<file path="src/rtl/tinyml_isa_pkg.sv">
// Shared ISA definitions for the tinyML accelerator: opcodes, sequencer states and default sizes.
package tinyml_isa_pkg;

  localparam int DEFAULT_INSTR_BYTES = 8;
  localparam int DEFAULT_INSTR_BITS  = DEFAULT_INSTR_BYTES * 8;

  // HALT and NOP share encoding 0x00: a zero opcode always ends the program.
  typedef enum logic [4:0] {
    OP_HALT   = 5'h00,
    OP_LOAD_V = 5'h01,
    OP_LOAD_M = 5'h02,
    OP_STORE  = 5'h03,
    OP_GEMV   = 5'h04,
    OP_RELU   = 5'h05
  } opcode_t;

  typedef enum logic [2:0] {
    S_IDLE,
    S_FETCH,
    S_ISSUE,
    S_WAIT_EXEC,
    S_DONE
  } seq_state_t;

endpackage

</file>
<file path="src/rtl/instr_byte_assembler.sv">
// Collects MEM_LATENCY-delayed read bytes MSB-first into one instruction and flags the last byte.
module instr_byte_assembler #(
  parameter int INSTR_BYTES = 8,
  parameter int MEM_LATENCY = 1
) (
  input  logic                     clk,
  input  logic                     rst,
  input  logic                     i_clear,
  input  logic                     i_strobe,
  input  logic [7:0]               i_rdata,
  output logic                     o_last,
  output logic [INSTR_BYTES*8-1:0] o_instr_next
);
  localparam int INSTR_BITS = INSTR_BYTES * 8;
  localparam int CNT_W      = $clog2(INSTR_BYTES + 1);

  logic [MEM_LATENCY-1:0] r_vld;
  logic [CNT_W-1:0]       r_cnt;
  logic [INSTR_BITS-1:0]  r_shift;
  logic                   w_cap;

  // Oldest strobe in the delay line marks the cycle its byte is on i_rdata.
  assign w_cap        = r_vld[MEM_LATENCY-1];
  assign o_last       = w_cap && (r_cnt == CNT_W'(INSTR_BYTES - 1));
  assign o_instr_next = (r_shift << 8) | INSTR_BITS'(i_rdata);

  always_ff @(posedge clk or posedge rst) begin
    if (rst) begin
      r_vld <= '0;
      r_cnt <= '0;
    end else if (i_clear) begin
      r_vld <= '0;
      r_cnt <= '0;
    end else begin
      r_vld <= (r_vld << 1) | MEM_LATENCY'(i_strobe);
      if (w_cap) r_cnt <= o_last ? '0 : r_cnt + CNT_W'(1);
    end
  end

  always_ff @(posedge clk) begin
    if (w_cap) r_shift <= o_instr_next;
  end

endmodule

</file>
<file path="src/rtl/instr_sequencer.sv">
// Byte-serial instruction fetch and valid/ready dispatch unit for the tinyML accelerator.
// Build option INSTR_PREFETCH_EN: fetch the next instruction into a one-entry buffer during WAIT_EXEC.
module instr_sequencer
  import tinyml_isa_pkg::*;
#(
  parameter int INSTR_BYTES  = DEFAULT_INSTR_BYTES,
  parameter int ADDR_WIDTH   = 24,
  parameter int BASE_ADDR    = 0,
  parameter int MAX_INSTR    = 256,
  parameter int MEM_LATENCY  = 1,
  parameter int OPCODE_WIDTH = 5
) (
  input  logic                           clk,
  input  logic                           rst,
  input  logic                           start,
  output logic [ADDR_WIDTH-1:0]          mem_addr,
  output logic                           mem_rd_en,
  input  logic [7:0]                     mem_rdata,
  output logic [INSTR_BYTES*8-1:0]       instr,
  output logic                           instr_valid,
  input  logic                           instr_ready,
  input  logic                           exec_done,
  output logic [ADDR_WIDTH-1:0]          pc,
  output logic [$clog2(MAX_INSTR+1)-1:0] instr_count,
  output logic                           busy,
  output logic                           done,
  output logic                           err_overrun
);
  localparam int INSTR_BITS = INSTR_BYTES * 8;
  localparam int CNT_W      = $clog2(MAX_INSTR + 1);
  localparam int RD_W       = $clog2(INSTR_BYTES + 1);
  localparam logic [ADDR_WIDTH-1:0] BASE = ADDR_WIDTH'(BASE_ADDR);
  localparam logic [ADDR_WIDTH-1:0] STEP = ADDR_WIDTH'(INSTR_BYTES);

  seq_state_t            r_state;
  logic [ADDR_WIDTH-1:0] r_pc;
  logic [ADDR_WIDTH-1:0] r_mem_addr;
  logic                  r_rd_en;
  logic [RD_W-1:0]       r_rd_cnt;
  logic [INSTR_BITS-1:0] r_instr;
  logic                  r_valid;
  logic [CNT_W-1:0]      r_count;
  logic                  r_busy;
  logic                  r_done;
  logic                  r_ovr;

  logic                  w_start_ok;
  logic                  w_a_strobe;
  logic                  w_a_last;
  logic [INSTR_BITS-1:0] w_a_next;
  logic                  w_exit_now;
  logic [INSTR_BITS-1:0] w_exit_instr;
  logic                  w_exit_halt;

  assign w_start_ok = start && (r_state == S_IDLE || r_state == S_DONE);

  instr_byte_assembler #(
    .INSTR_BYTES (INSTR_BYTES),
    .MEM_LATENCY (MEM_LATENCY)
  ) u_asm_a (
    .clk          (clk),
    .rst          (rst),
    .i_clear      (w_start_ok),
    .i_strobe     (w_a_strobe),
    .i_rdata      (mem_rdata),
    .o_last       (w_a_last),
    .o_instr_next (w_a_next)
  );

`ifdef INSTR_PREFETCH_EN
  logic                  r_rd_to_b;
  logic                  r_src_b;
  logic                  r_buf_full;
  logic [INSTR_BITS-1:0] r_buf;
  logic                  w_b_last;
  logic [INSTR_BITS-1:0] w_b_next;
  logic                  w_buf_ready;

  assign w_a_strobe = r_rd_en && !r_rd_to_b;

  instr_byte_assembler #(
    .INSTR_BYTES (INSTR_BYTES),
    .MEM_LATENCY (MEM_LATENCY)
  ) u_asm_b (
    .clk          (clk),
    .rst          (rst),
    .i_clear      (w_start_ok),
    .i_strobe     (r_rd_en && r_rd_to_b),
    .i_rdata      (mem_rdata),
    .o_last       (w_b_last),
    .o_instr_next (w_b_next)
  );

  // A byte landing on the same cycle as exec_done counts as a complete buffer.
  assign w_buf_ready = r_buf_full || w_b_last;

  always_comb begin
    w_exit_now   = 1'b0;
    w_exit_instr = w_a_next;
    if (r_state == S_FETCH) begin
      w_exit_now   = r_src_b ? w_b_last : w_a_last;
      w_exit_instr = r_src_b ? w_b_next : w_a_next;
    end else if (r_state == S_WAIT_EXEC && exec_done) begin
      w_exit_now   = w_buf_ready;
      w_exit_instr = r_buf_full ? r_buf : w_b_next;
    end
  end

  always_ff @(posedge clk) begin
    if (w_b_last) r_buf <= w_b_next;
  end
`else
  assign w_a_strobe   = r_rd_en;
  assign w_exit_now   = (r_state == S_FETCH) && w_a_last;
  assign w_exit_instr = w_a_next;
`endif

  assign w_exit_halt = (w_exit_instr[INSTR_BITS-1 -: OPCODE_WIDTH] == OPCODE_WIDTH'(OP_HALT));

  always_ff @(posedge clk or posedge rst) begin
    if (rst) begin
      r_state    <= S_IDLE;
      r_pc       <= BASE;
      r_mem_addr <= '0;
      r_rd_en    <= 1'b0;
      r_rd_cnt   <= '0;
      r_instr    <= '0;
      r_valid    <= 1'b0;
      r_count    <= '0;
      r_busy     <= 1'b0;
      r_done     <= 1'b0;
      r_ovr      <= 1'b0;
`ifdef INSTR_PREFETCH_EN
      r_rd_to_b  <= 1'b0;
      r_src_b    <= 1'b0;
      r_buf_full <= 1'b0;
`endif
    end else begin
      // Read engine: once started it strobes INSTR_BYTES consecutive addresses.
      if (r_rd_en) begin
        if (r_rd_cnt == RD_W'(INSTR_BYTES)) begin
          r_rd_en <= 1'b0;
        end else begin
          r_mem_addr <= r_mem_addr + ADDR_WIDTH'(1);
          r_rd_cnt   <= r_rd_cnt + RD_W'(1);
        end
      end

      if (w_exit_now) begin
`ifdef INSTR_PREFETCH_EN
        r_src_b <= 1'b0;
`endif
        if (w_exit_halt) begin
          r_state <= S_DONE;
          r_busy  <= 1'b0;
          r_done  <= 1'b1;
        end else if (r_count == CNT_W'(MAX_INSTR)) begin
          r_state <= S_DONE;
          r_busy  <= 1'b0;
          r_done  <= 1'b1;
          r_ovr   <= 1'b1;
        end else begin
          r_state <= S_ISSUE;
          r_valid <= 1'b1;
          r_instr <= w_exit_instr;
        end
      end

      case (r_state)
        S_IDLE, S_DONE: begin
          if (start) begin
            r_state    <= S_FETCH;
            r_pc       <= BASE;
            r_count    <= '0;
            r_done     <= 1'b0;
            r_ovr      <= 1'b0;
            r_busy     <= 1'b1;
            r_rd_en    <= 1'b1;
            r_mem_addr <= BASE;
            r_rd_cnt   <= RD_W'(1);
`ifdef INSTR_PREFETCH_EN
            r_rd_to_b  <= 1'b0;
            r_src_b    <= 1'b0;
            r_buf_full <= 1'b0;
`endif
          end
        end
        S_ISSUE: begin
          if (instr_ready) begin
            r_valid <= 1'b0;
            r_state <= S_WAIT_EXEC;
            if (r_count != CNT_W'(MAX_INSTR)) r_count <= r_count + CNT_W'(1);
`ifdef INSTR_PREFETCH_EN
            r_rd_en    <= 1'b1;
            r_mem_addr <= r_pc + STEP;
            r_rd_cnt   <= RD_W'(1);
            r_rd_to_b  <= 1'b1;
            r_buf_full <= 1'b0;
`endif
          end
        end
        S_WAIT_EXEC: begin
`ifdef INSTR_PREFETCH_EN
          if (w_b_last) r_buf_full <= 1'b1;
          if (exec_done) begin
            r_pc       <= r_pc + STEP;
            r_buf_full <= 1'b0;
            if (!w_buf_ready) begin
              r_state <= S_FETCH;
              r_src_b <= 1'b1;
            end
          end
`else
          if (exec_done) begin
            r_pc       <= r_pc + STEP;
            r_state    <= S_FETCH;
            r_rd_en    <= 1'b1;
            r_mem_addr <= r_pc + STEP;
            r_rd_cnt   <= RD_W'(1);
          end
`endif
        end
        default: ;
      endcase
    end
  end

  assign mem_addr    = r_mem_addr;
  assign mem_rd_en   = r_rd_en;
  assign instr       = r_instr;
  assign instr_valid = r_valid;
  assign pc          = r_pc;
  assign instr_count = r_count;
  assign busy        = r_busy;
  assign done        = r_done;
  assign err_overrun = r_ovr;

endmodule

</file>
<file path="config.mk">
export PLATFORM = sky130hd
export DESIGN_NAME = instr_sequencer
export DESIGN_NICKNAME = d
export VERILOG_FILES = /design/src/rtl/tinyml_isa_pkg.sv /design/src/rtl/instr_byte_assembler.sv /design/src/rtl/instr_sequencer.sv
export SDC_FILE = /design/constraint.sdc
export NUM_CORES = 1
export LEC_CHECK = 0
export ABC_AREA = 1
export CAP_MARGIN = 20
export CORE_UTILIZATION = 35
export CTS_CLUSTER_DIAMETER = 200
export DETAILED_ROUTE_END_ITERATION = 7
export GPL_ROUTABILITY_DRIVEN = 0
export PLACE_DENSITY = 0.68
export RECOVER_POWER = 100
export SYNTH_ARGS = -nofsm -noshare
export SYNTH_HDL_FRONTEND = slang
export SYNTH_SLANG_ARGS = --single-unit
</file>
<file path="constraint.sdc">
create_clock -name clk -period 6.3 [get_ports clk]
set_input_delay 1.89 -clock clk [delete_from_list [all_inputs] [get_ports clk]]
set_output_delay 1.89 -clock clk [all_outputs]
set_load 0.01 [all_outputs]
</file>
-- Word level (Yosys, flattened, before mapping)
Cells that the tools add are included.
W data, S select, Z words.
- logic and storage cells: 100
- register bits after elaboration: 194
- input bits: 13
- output and inout bits: 126
- eq/ne operators: 12
- bitwise logic cells: 3
- reduce and logical (&&, ||, !) cells: 13
- add/sub/neg operators: 5
- muxes and demuxes: 53
- operator list (kind ; number):
    $mux W24 ; 6
    $pmux W24 S2 ; 2
    $or A64 B8 Y64 ; 1
    $mux W4 ; 7
    $mux W9 ; 3
    $mux W1 ; 25
    $add A24 B1 Y24 const B ; 1
    $add A24 B4 Y24 const B ; 1
    $mux W3 ; 6
    $pmux W9 S2 ; 1
    $add A9 B1 Y9 const B ; 1
    $eq A9 B9 Y1 const B ; 1
    $ne A9 B9 Y1 const B ; 1
    $pmux W3 S3 ; 1
    $add A4 B1 Y4 const B ; 2
    $ne A2 B2 Y1 const B ; 4
    $pmux W4 S2 ; 1
    $eq A3 B2 Y1 const B ; 2
    $reduce_and A3 Y1 ; 2
    $reduce_bool A2 Y1 ; 3
    $logic_not A5 Y1 ; 1
    $eq A4 B3 Y1 const B ; 1
    $eq A4 B4 Y1 const B ; 1
    $reduce_and A4 Y1 ; 1
    8 further kinds ; 11

-- Logic depth before layout (Yosys ltp)
Gate-level depths: netlist (run 1).
- word-level depth: 6
- gate-level depth with buffers: 11
- gate-level depth less buffers: 11

-- By module
Synthesis (run 1) repeated with hierarchy kept, for this count alone.
- cell total of the unflattened synthesis: 902
- area, all modules: 8633.3 um^2
- modules (own cells, without submodules) (module ; area each (um^2) ; cells an instance ; instances ; sequential area each (um^2)):
    instr_sequencer ; 6626.4 ; 804 ; 1 ; 3253.1
    instr_byte_assembler ; 2006.9 ; 98 ; 1 ; 1806.7

-- Worst setup path before layout (run 1)
Ideal clock, no wire load.
- kind: input to register
- start: input port start
- end: register r_count[5] (netlist: instr_count[5])
- setup time: 65 ps
- buffers on the path: 1
- cell stages on the path: 8
- arrival time: 2611 ps
- data required time: 6235 ps
- slack: 3624 ps
- path through: inv_1 nand2_1 o21a_1 nand2_1 nor2_1 buf_2 nand3_1 nand2_1
- word-level cells in the longest chain between the ends: 2
- RTL lines (what ; line ; text):
    start, declared ; instr_sequencer.sv:15 ; input logic start,
    $ne A2 B2 Y1 (no line) ; -- ;
    $reduce_and A4 Y1 (no line) ; -- ;
    end signal, assigned ; instr_sequencer.sv:192 ; if (r_count != CNT_W'(MAX_INSTR)) r_count <= r_count + CNT_W'(1);
    end, declared ; instr_sequencer.sv:42 ; logic [CNT_W-1:0] r_count;
No other way between the ends.
A chain may end at the register's enable or synchronous reset.

==> metrics.md, run 1 <==
| Metric | Value |
|---|---|
| Sw Share | `35.2%` |
| Grt total ovfl | `0` |
| # Post-CTS Setup Buffers | `0` |
| DP Area | `9980 sq um` |
| Initial antenna violation count | `0` |
| Setup tns final | `0 ns` |
| Hold WS | `0.453 ns` |
| Post-synth top area cell | `dfrtp_1` |
| Final hold violations | `0` |
| Max-slew violations | `212` |
| Min-delay worst type | `reg2reg` |
| Leakage | `5.21 nW` |
| Violated checks | `capacitance limit, slew limit` |
| Worst Path Arrival | `4.89 ns` |
| Synth top area cells | `dfrtp_1 (40%), edfxtp_1 (20%), nand2_1 (14%)` |
| Worst-margin pin slew | `3.20 ns` |
| Layout cells sized above 1 | `4.94%` |
| Slowest CP cell | `clkinvlp_4` |
| Combinational share of power | `26.4%` |
| DRC | `0` |
| Io pins | `139` |
| Vias per std cell | `4.75` |
| Setup WS pre-CTS | `2.23 ns` |
| PnR worst setup slack | `1.82 ns` |
| Hold Startpoint | `u_asm_a.r_shift[40]` |
| Antenna viol nets, final | `0` |
| Fmax | `0.223 GHz` |
| Seq/Total Area, Yosys | `60.6%` |
| Ys Warns | `0` |
| Port bufs | `135` |
| CTS tree | `yes` |
| Largest net degree at the start of global routing | `98` |
| WL final | `19900 um` |
| Starting Density | `35.7%` |
| CTS H-tree depth | `4` |
| Worst Path Buf+Inv | `3` |
| Final setup violation count | `0` |
| RR Startpoint | `instr_count[0]` |
| Net count, final | `1060` |
| Clock sink count | `191` |
| Post-CTS Resized | `0` |
| Most frequent cells in the layout | `nand2_1 (304), dfrtp_1 (134), dlygate4sd3_1 (134)` |
| P_sw | `1.54 mW` |
| Via Count | `6512` |
| Period utilization | `71.1%` |
| Max-slew headroom | `-113%` |
| Clock power frac | `26.1%` |
| Critical path class | `in2async` |
| Die W | `156 um` |
| Worst path cell trace | `dlygate4sd3_1 -> clkinvlp_4 -> clkbuf_2` |
| Clock-pin slew on the worst setup and hold paths | `0.08 ns` |
| Antenna Cells | `0` |
| Vias in the first global route | `6312` |
| Starting DRT DRC Count | `440` |
| Dpl cells | `1340` |
| CORE AREA | `23400 sq um` |
| DIE AREA | `24500 sq um` |
| Pwr/cell area | `413 nW/um^2` |
| Clock Skew | `0.0189 ns` |
| Crit-path max FO | `97` |
| Clk root buf | `clkbuf_16` |
| First-pass GRT wire length | `31900 um` |
| Tot GR Track Use | `16.9%` |
| Crit. End Element | `async pin` |
| Hold Crit Depth | `0` |
| Hold-fix buffers, CTS | `0` |
| # fillers | `2260` |
| DR WL/cell | `14.5 um` |
| Post-DP HPWL | `13500 um` |
| Number of synthesized register bits | `191` |
| Die height | `156 um` |
| Max-cap violations | `3` |
| Status | `finished, violations left` |
| CP required | `6.72 ns` |
| Worst Reg-to-Reg Cells | `10` |
| Post-Syn Area per Cell | `9.19 sq um` |
| Clk Latency, worst-skew pair | `0.44 ns` |
| Critical path's top delay family | `buffers and inverters` |
| Max incr delay on CP | `1.30 ns` |
| Post-Syn Instances | `908` |
| Post-Layout Cell Count | `1372` |
| Critical Path Source Type | `primary input` |
| Synth-to-layout area growth | `27.0%` |
| Crit path time final | `4.48 ns` |
| Top-area cell type share of the netlist area | `40.5%` |
| First-pass DRT Iterations | `4` |
| Worst vdd ir | `0.000207 V` |
| Commonest non-fill, non-tap cell in the layout | `nand2_1` |
| Rows | `56` |
| R2R Path End | `instr[13]` |
| Unique masters post-synth | `35` |
| Clock buffer depth | `2` |
| Design area | `10600 sq um` |
| Num CTS Buffers | `17` |
| RSZ-0062 raised after global routing | `false` |
| Synthesized area | `8340 sq um` |
| Endpoint, Worst Hold | `u_asm_a.r_shift[48]` |
| Reg2Reg Setup Slack | `1.91 ns` |
| P_int | `2.83 mW` |
| Sequential share of power | `47.4%` |
[how the worst max path moves through the flow]
stage                         endpoint  depth (start not counted)  slack (ns)       from
final                      mem_addr[6]                          3        1.82        rst
after global routing       mem_addr[8]                          3        1.32        rst
after CTS                 mem_addr[20]                          8        2.71  exec_done
after detailed placement  mem_addr[20]                          8        2.23      start
after global placement    mem_addr[20]                          8        2.20      start
after floorplan                   busy                          1        0.80        rst
[metal layers]
metal	vias up	global-route usage, %	wire (um)
li1	3214	-	-
met1	3124	21.5	8720
met2	156	27.8	9780
met3	18	4.60	1140
met4	0	5.23	248
met5	-	0	0
[flip-flops by register name, indices dropped and copies added (netlist names)]
register,flops
instr,64
u_asm_a.r_shift,56
mem_addr,24
pc,21
instr_count,9
r_rd_cnt,4
u_asm_a.r_cnt,4
r_state,3
busy,1
done,1
err_overrun,1
instr_valid,1
mem_rd_en,1
u_asm_a.r_vld,1
[power by group through the flow]
stage / sequential, mW / combinational, mW / clock (mW)
after global routing: 2.13 / 1.30 / 1.21
after detailed placement: 2.09 / 1.26 / 0
after CTS: 2.08 / 1.26 / 1.17
final: 2.07 / 1.16 / 1.14
after floorplan: 2.16 / 0.498 / 0
after global placement: 2.08 / 1.23 / 0
[metrics by stage]
step	utilization, %	power, mW
2_1_floorplan	-	2.66
3_3_place_gp	42.6	3.32
3_5_place_dp	42.6	3.35
4_1_cts	45.4	4.51
5_1_grt	45.3	4.64
6_report	45.3	4.37
[cells in the mapped netlist]
master / count
edfxtp_1: 56
conb_1: 1
nor3_4: 1
buf_6: 3
o21ai_0: 27
clkbuf_1: 5
nand3_2: 1
nor2_1: 52
buf_2: 17
nand4_1: 10
xor2_1: 19
nor3_1: 13
o21bai_1: 2
o311ai_0: 1
nand2_1: 303
dfrtp_1: 135
a211oi_1: 2
nand3b_1: 2
xnor2_1: 1
o221ai_1: 1
o21a_1: 2
o211ai_1: 1
buf_4: 4
nor4_2: 1
ha_1: 7
nor3b_1: 1
o21ai_1: 7
nor2_2: 4
nand2_2: 2
inv_2: 7
inv_1: 79
nand3_1: 125
a22oi_1: 1
nor2_4: 3
a21oi_1: 12
[final cells by class]
cell class | instances | area [sq um] | share of cell area, %
clock inverter | 15 | 216 | 2.04
timing repair buffer | 140 | 1380 | 13.0
tap | 319 | 399 | 3.77
inverter | 86 | 327 | 3.08
clock buffer | 17 | 425 | 4.02
multi-input combinational | 604 | 2790 | 26.3
sequential | 191 | 5060 | 47.8
[kinds of logic after synthesis]
| kind of cell | Yosys count | share of synthesized area [%] |
|---|---|---|
| other cells | 1 | 0.0449 |
| buf+inv | 115 | 5.88 |
| flops | 191 | 60.6 |
| fa+ha+maj | 7 | 1.05 |
| compound gates | 56 | 3.69 |
| simple gates | 518 | 26.6 |
| xor+xnor | 20 | 2.10 |
[worst reg2reg max path, cell delays in order (launching register included)]
cell	delay, ns
dfrtp_1	0.41
inv_1	0.10
ha_1	0.15
nand3_1	0.07
nor3_1	0.58
nor2_4	0.06
buf_4	0.35
nand2_1	0.47
clkbuf_1	1.78
nand2_1	0.21
nand2_1	0.16
(Power assumes the default switching activity.)
==> run 2: changes to the inputs <==
==> constraint.sdc (replaced) <==
create_clock -name clk -period 4.7 [get_ports clk]
set_input_delay 1.41 -clock clk [delete_from_list [all_inputs] [get_ports clk]]
set_output_delay 1.41 -clock clk [all_outputs]
set_load 0.01 [all_outputs]
==> metrics.md, run 2 (synthesis gave the netlist of run 1 again) <==
| Metric | Value |
|---|---|
| Slowest CP cell | `clkbuf_1` |
| Synth-to-layout area growth | `27.1%` |
| Max-slew violations | `38` |
| Clock buffer depth | `2` |
| Max-slew headroom | `-29.7%` |
| Rows | `56` |
| Vias in the first global route | `6215` |
| Crit path time final | `3.51 ns` |
| Io pins | `139` |
| DIE AREA | `24500 sq um` |
| P_sw | `2.01 mW` |
| Clock sink count | `191` |
| Via Count | `6553` |
| Final setup violation count | `0` |
| DR WL/cell | `14.6 um` |
| Post-DP HPWL | `13500 um` |
| Reg2Reg Setup Slack | `1.42 ns` |
| Die W | `156 um` |
| Antenna Cells | `0` |
| Worst vdd ir | `0.000288 V` |
| Largest net degree at the start of global routing | `64` |
| Tot GR Track Use | `17.3%` |
| Initial antenna violation count | `0` |
| Clock-pin slew on the worst setup and hold paths | `0.08 ns` |
| Commonest non-fill, non-tap cell in the layout | `nand2_1` |
| Min-delay worst type | `reg2reg` |
| CORE AREA | `23400 sq um` |
| Crit-path max FO | `24` |
| Hold-fix buffers, CTS | `0` |
| Starting DRT DRC Count | `461` |
| Hold Startpoint | `u_asm_a.r_shift[20]` |
| Clk root buf | `clkbuf_16` |
| Most frequent CP cell | `nand2_1` |
| Violated checks | `capacitance limit, slew limit` |
| CTS tree | `yes` |
| Clock power frac | `25.6%` |
| Die height | `156 um` |
| Port bufs | `135` |
| Starting Density | `35.7%` |
| Antenna viol nets, final | `0` |
| Post-CTS Resized | `0` |
| Final hold violations | `0` |
| Crit. End Element | `flop` |
| CTS H-tree depth | `4` |
| Combinational share of power | `26.8%` |
| Num CTS Buffers | `17` |
| P_int | `3.81 mW` |
| Hold Crit Depth | `0` |
| Vias per std cell | `4.77` |
| Clock Skew | `0.0139 ns` |
| Leakage | `5.23 nW` |
| First-pass GRT wire length | `32700 um` |
| Layout cells sized above 1 | `5.21%` |
| RR Startpoint | `instr_count[0]` |
| DP Area | `10000 sq um` |
| Sequential share of power | `47.6%` |
| Worst-margin pin slew | `1.94 ns` |
| Hold WS | `0.454 ns` |
| Pwr/cell area | `548 nW/um^2` |
| Register area | `5060 sq um` |
| Period utilization | `74.6%` |
| Sw Share | `34.5%` |
| Design area | `10600 sq um` |
| WL final | `20000 um` |
| Worst Path Arrival | `3.84 ns` |
| Max-cap violations | `1` |
| Area of the multi-input gates | `2790 sq um` |
| Worst path cell trace | `dlygate4sd3_1 -> nand2_1 -> nand2_1 -> clkbuf_1 -> inv_2 -> nand2_1 -> inv_1 -> nand2_1 -> nand2_1` |
| DRC | `0` |
| # Post-CTS Setup Buffers | `0` |
| Max incr delay on CP | `0.81 ns` |
| Worst Reg-to-Reg Cells | `9` |
| Critical Path Source Type | `primary input` |
| First-pass DRT Iterations | `5` |
| Net count, final | `1062` |
| Grt total ovfl | `0` |
| Max reg flops | `64` |
| Critical path class | `in2reg` |
| CP required | `5.03 ns` |
| Status | `finished, violations left` |
| # fillers | `2253` |
| Endpoint, Worst Hold | `u_asm_a.r_shift[28]` |
| Most frequent cells in the layout | `nand2_1 (304), dfrtp_1 (134), dlygate4sd3_1 (134)` |
| Fmax | `0.285 GHz` |
| Clk Latency, worst-skew pair | `0.44 ns` |
| Setup tns final | `0 ns` |
| RSZ-0062 raised after global routing | `false` |
| R2R Path End | `instr[13]` |
run 2: changes by cell type in the layout (fill, tap and decap cells not counted), sizes merged:
cell | previous run | this run
bufinv | 0 | 1
clkinvlp | 2 | 1
buf | 2 | 5
clkbuf | 20 | 19
run 2: routing by layer:
metal / up-vias / global-route usage [%] / routed length [um]
li1: 3209 / - / -
met3: 25 / 4.04 / 1200
met5: - / 0 / 0
met2: 177 / 27.7 / 9650
met1: 3142 / 22.8 / 8820
met4: 0 / 6.58 / 385
run 2: worst max-delay path, delay by kind of cell:
kind / cells / cell delay, ns
buffers and inverters: 4 / 1.96
and+or+nand+nor: 5 / 0.45
run 2: stage by stage:
stage / utilization [%] / setup slack (ns) / cells / power (mW)
5_1_grt: 45.3 / 0.966 / 1374 / 6.18
3_5_place_dp: 42.8 / 1.45 / 1342 / 4.50
2_1_floorplan: - / 1.61 / 910 / 3.57
3_3_place_gp: 42.8 / 1.50 / 1342 / 4.45
4_1_cts: 45.4 / 1.72 / 1374 / 6.01
6_report: 45.3 / 1.19 / 1374 / 5.81
run 2: worst max-delay path by stage:
stage / slack [ns] / depth (start not counted) / to / from
6_report: 1.19 / 9 / mem_addr[20] / exec_done
5_1_grt: 0.97 / 9 / mem_addr[20] / exec_done
2_1_floorplan: 1.61 / 1 / busy / rst
3_5_place_dp: 1.45 / 9 / instr_count[6] / start
4_1_cts: 1.72 / 1 / mem_rd_en / mem_rd_en
3_3_place_gp: 1.50 / 9 / instr_count[6] / start
run 2: layout make-up:
type	count	share of cell area (%)
multi-input combinational	604	26.3
sequential	191	47.7
clock inverter	15	1.73
tap	319	3.76
clock buffer	17	4.01
inverter	86	3.06
timing repair buffer	142	13.4
run 2: power by group through the flow:
| stage | logic (mW) | clock network [mW] | registers, mW |
|---|---|---|---|
| final | 1.56 | 1.49 | 2.77 |
| after detailed placement | 1.69 | 0 | 2.81 |
| after floorplan | 0.668 | 0 | 2.90 |
| after global routing | 1.75 | 1.58 | 2.85 |
| after global placement | 1.66 | 0 | 2.79 |
| after CTS | 1.70 | 1.52 | 2.78 |
==> run 3: changes to the inputs <==
==> constraint.sdc (replaced) <==
create_clock -name clk -period 3.7 [get_ports clk]
set_input_delay 1.11 -clock clk [delete_from_list [all_inputs] [get_ports clk]]
set_output_delay 1.11 -clock clk [all_outputs]
set_load 0.01 [all_outputs]
==> metrics.md, run 3 (synthesis gave the netlist of run 1 again) <==
| Metric | Value |
|---|---|
| Status | `finished, violations left` |
| Violated checks | `capacitance limit, slew limit` |
| Critical path class | `in2async` |
| CP required | `4.15 ns` |
| Leakage | `5.25 nW` |
| DRC | `0` |
| Worst-margin pin slew | `1.51 ns` |
| Clock buffer depth | `2` |
| Setup WS pre-CTS | `0.856 ns` |
| Antenna viol nets, final | `0` |
| Initial antenna violation count | `0` |
| Max-cap violations | `2` |
| PnR worst setup slack | `0.850 ns` |
| Starting DRT DRC Count | `465` |
| Io pins | `139` |
| # fillers | `2266` |
| Setup tns final | `0 ns` |
| Clk root buf | `clkbuf_16` |
| Via Count | `6542` |
| Clock-pin slew on the worst setup and hold paths | `0.08 ns` |
| Final hold violations | `0` |
| Grt total ovfl | `0` |
| Clock sink count | `191` |
| Final setup violation count | `0` |
| Critical Path Source Type | `primary input` |
| Port bufs | `135` |
| Synth-to-layout area growth | `27.9%` |
| Post-CTS Resized | `0` |
| Crit path time final | `2.85 ns` |
| Hold WS | `0.452 ns` |
| Max-slew headroom | `-0.813%` |
| Antenna Cells | `0` |
| DR WL/cell | `14.5 um` |
| WL final | `19900 um` |
| Reg2Reg Setup Slack | `0.89 ns` |
| Largest net degree at the start of global routing | `64` |
| Hold-fix buffers, CTS | `0` |
| CORE AREA | `23400 sq um` |
| Vias per std cell | `4.75` |
| CTS tree | `yes` |
| RSZ-0062 raised after global routing | `false` |
| Worst Path Arrival | `3.30 ns` |
| Layout cells sized above 1 | `5.39%` |
| Vias in the first global route | `6237` |
| Crit. End Element | `async pin` |
| First-pass GRT wire length | `32500 um` |
| Die W | `156 um` |
| CTS H-tree depth | `4` |
| Worst vdd ir | `0.000386 V` |
| Fin util | `45.6%` |
| # Post-CTS Setup Buffers | `0` |
| Starting Density | `35.7%` |
| Die height | `156 um` |
| DIE AREA | `24500 sq um` |
| Max-slew violations | `59` |
| Crit-path max FO | `60` |
| Post-DP HPWL | `13700 um` |
| Max reg flops | `64` |
| Pwr/cell area | `702 nW/um^2` |
| Period utilization | `77.0%` |
| First-pass DRT Iterations | `7` |
| Min-delay worst type | `reg2reg` |
| Most frequent cells in the layout | `nand2_1 (304), dfrtp_1 (134), dlygate4sd3_1 (134)` |
| Commonest non-fill, non-tap cell in the layout | `nand2_1` |
| Rows | `56` |
| Net count, final | `1064` |
| Clock Skew | `0.0146 ns` |
| Clk Latency, worst-skew pair | `0.44 ns` |
| Tot GR Track Use | `17.0%` |
| Num CTS Buffers | `17` |
| Fmax | `0.351 GHz` |
[run 3: through the flow]
| step | std cells | power [mW] | instance area (sq um) |
|---|---|---|---|
| floorplan | 910 | 4.54 | 8350 |
| global placement | 1344 | 5.68 | 10000 |
| detailed placement | 1344 | 5.73 | 10000 |
| CTS | 1376 | 7.76 | 10700 |
| global route | 1376 | 7.95 | 10700 |
| finish | 1376 | 7.49 | 10700 |
[run 3: where the power goes]
group,switching [mW],internal [mW]
clock network,1.02,0.980
logic,1.17,0.808
registers,0.459,3.06
[run 3: path summary, 6_finish.rpt]
kind	start	endpoint	cells past startpoint
max in group clk	instr_count[0]	instr[56]	9
min reg2reg	u_asm_a.r_shift[36]	u_asm_a.r_shift[44]	0
max reg2reg	instr_count[0]	instr[56]	9
max	rst	instr[11]	3
min in group asynchronous	rst	mem_addr[17]	2
min	u_asm_a.r_shift[36]	u_asm_a.r_shift[44]	0
[run 3: layout make-up]
type | instances | area (sq um) | share of cell area, %
timing repair buffer | 144 | 1420 | 13.3
clock inverter | 15 | 241 | 2.26
sequential | 191 | 5060 | 47.4
clock buffer | 17 | 425 | 3.99
inverter | 86 | 324 | 3.04
tap | 319 | 399 | 3.74
multi-input combinational | 604 | 2800 | 26.2
[run 3: per-layer routing]
layer | vias to the layer above | global-route usage (%) | part of all wire, %
li1 | 3216 | - | -
met1 | 3131 | 21.9 | 44
met2 | 176 | 28.0 | 49
met3 | 19 | 4.49 | 6.2
met4 | 0 | 5.23 | 1.4
met5 | - | 0 | 0
[run 3: worst max-delay path: stages]
cell and delay [ns]:
dlygate4sd3_1 0.55, clkinvlp_2 0.70, clkbuf_4 0.87
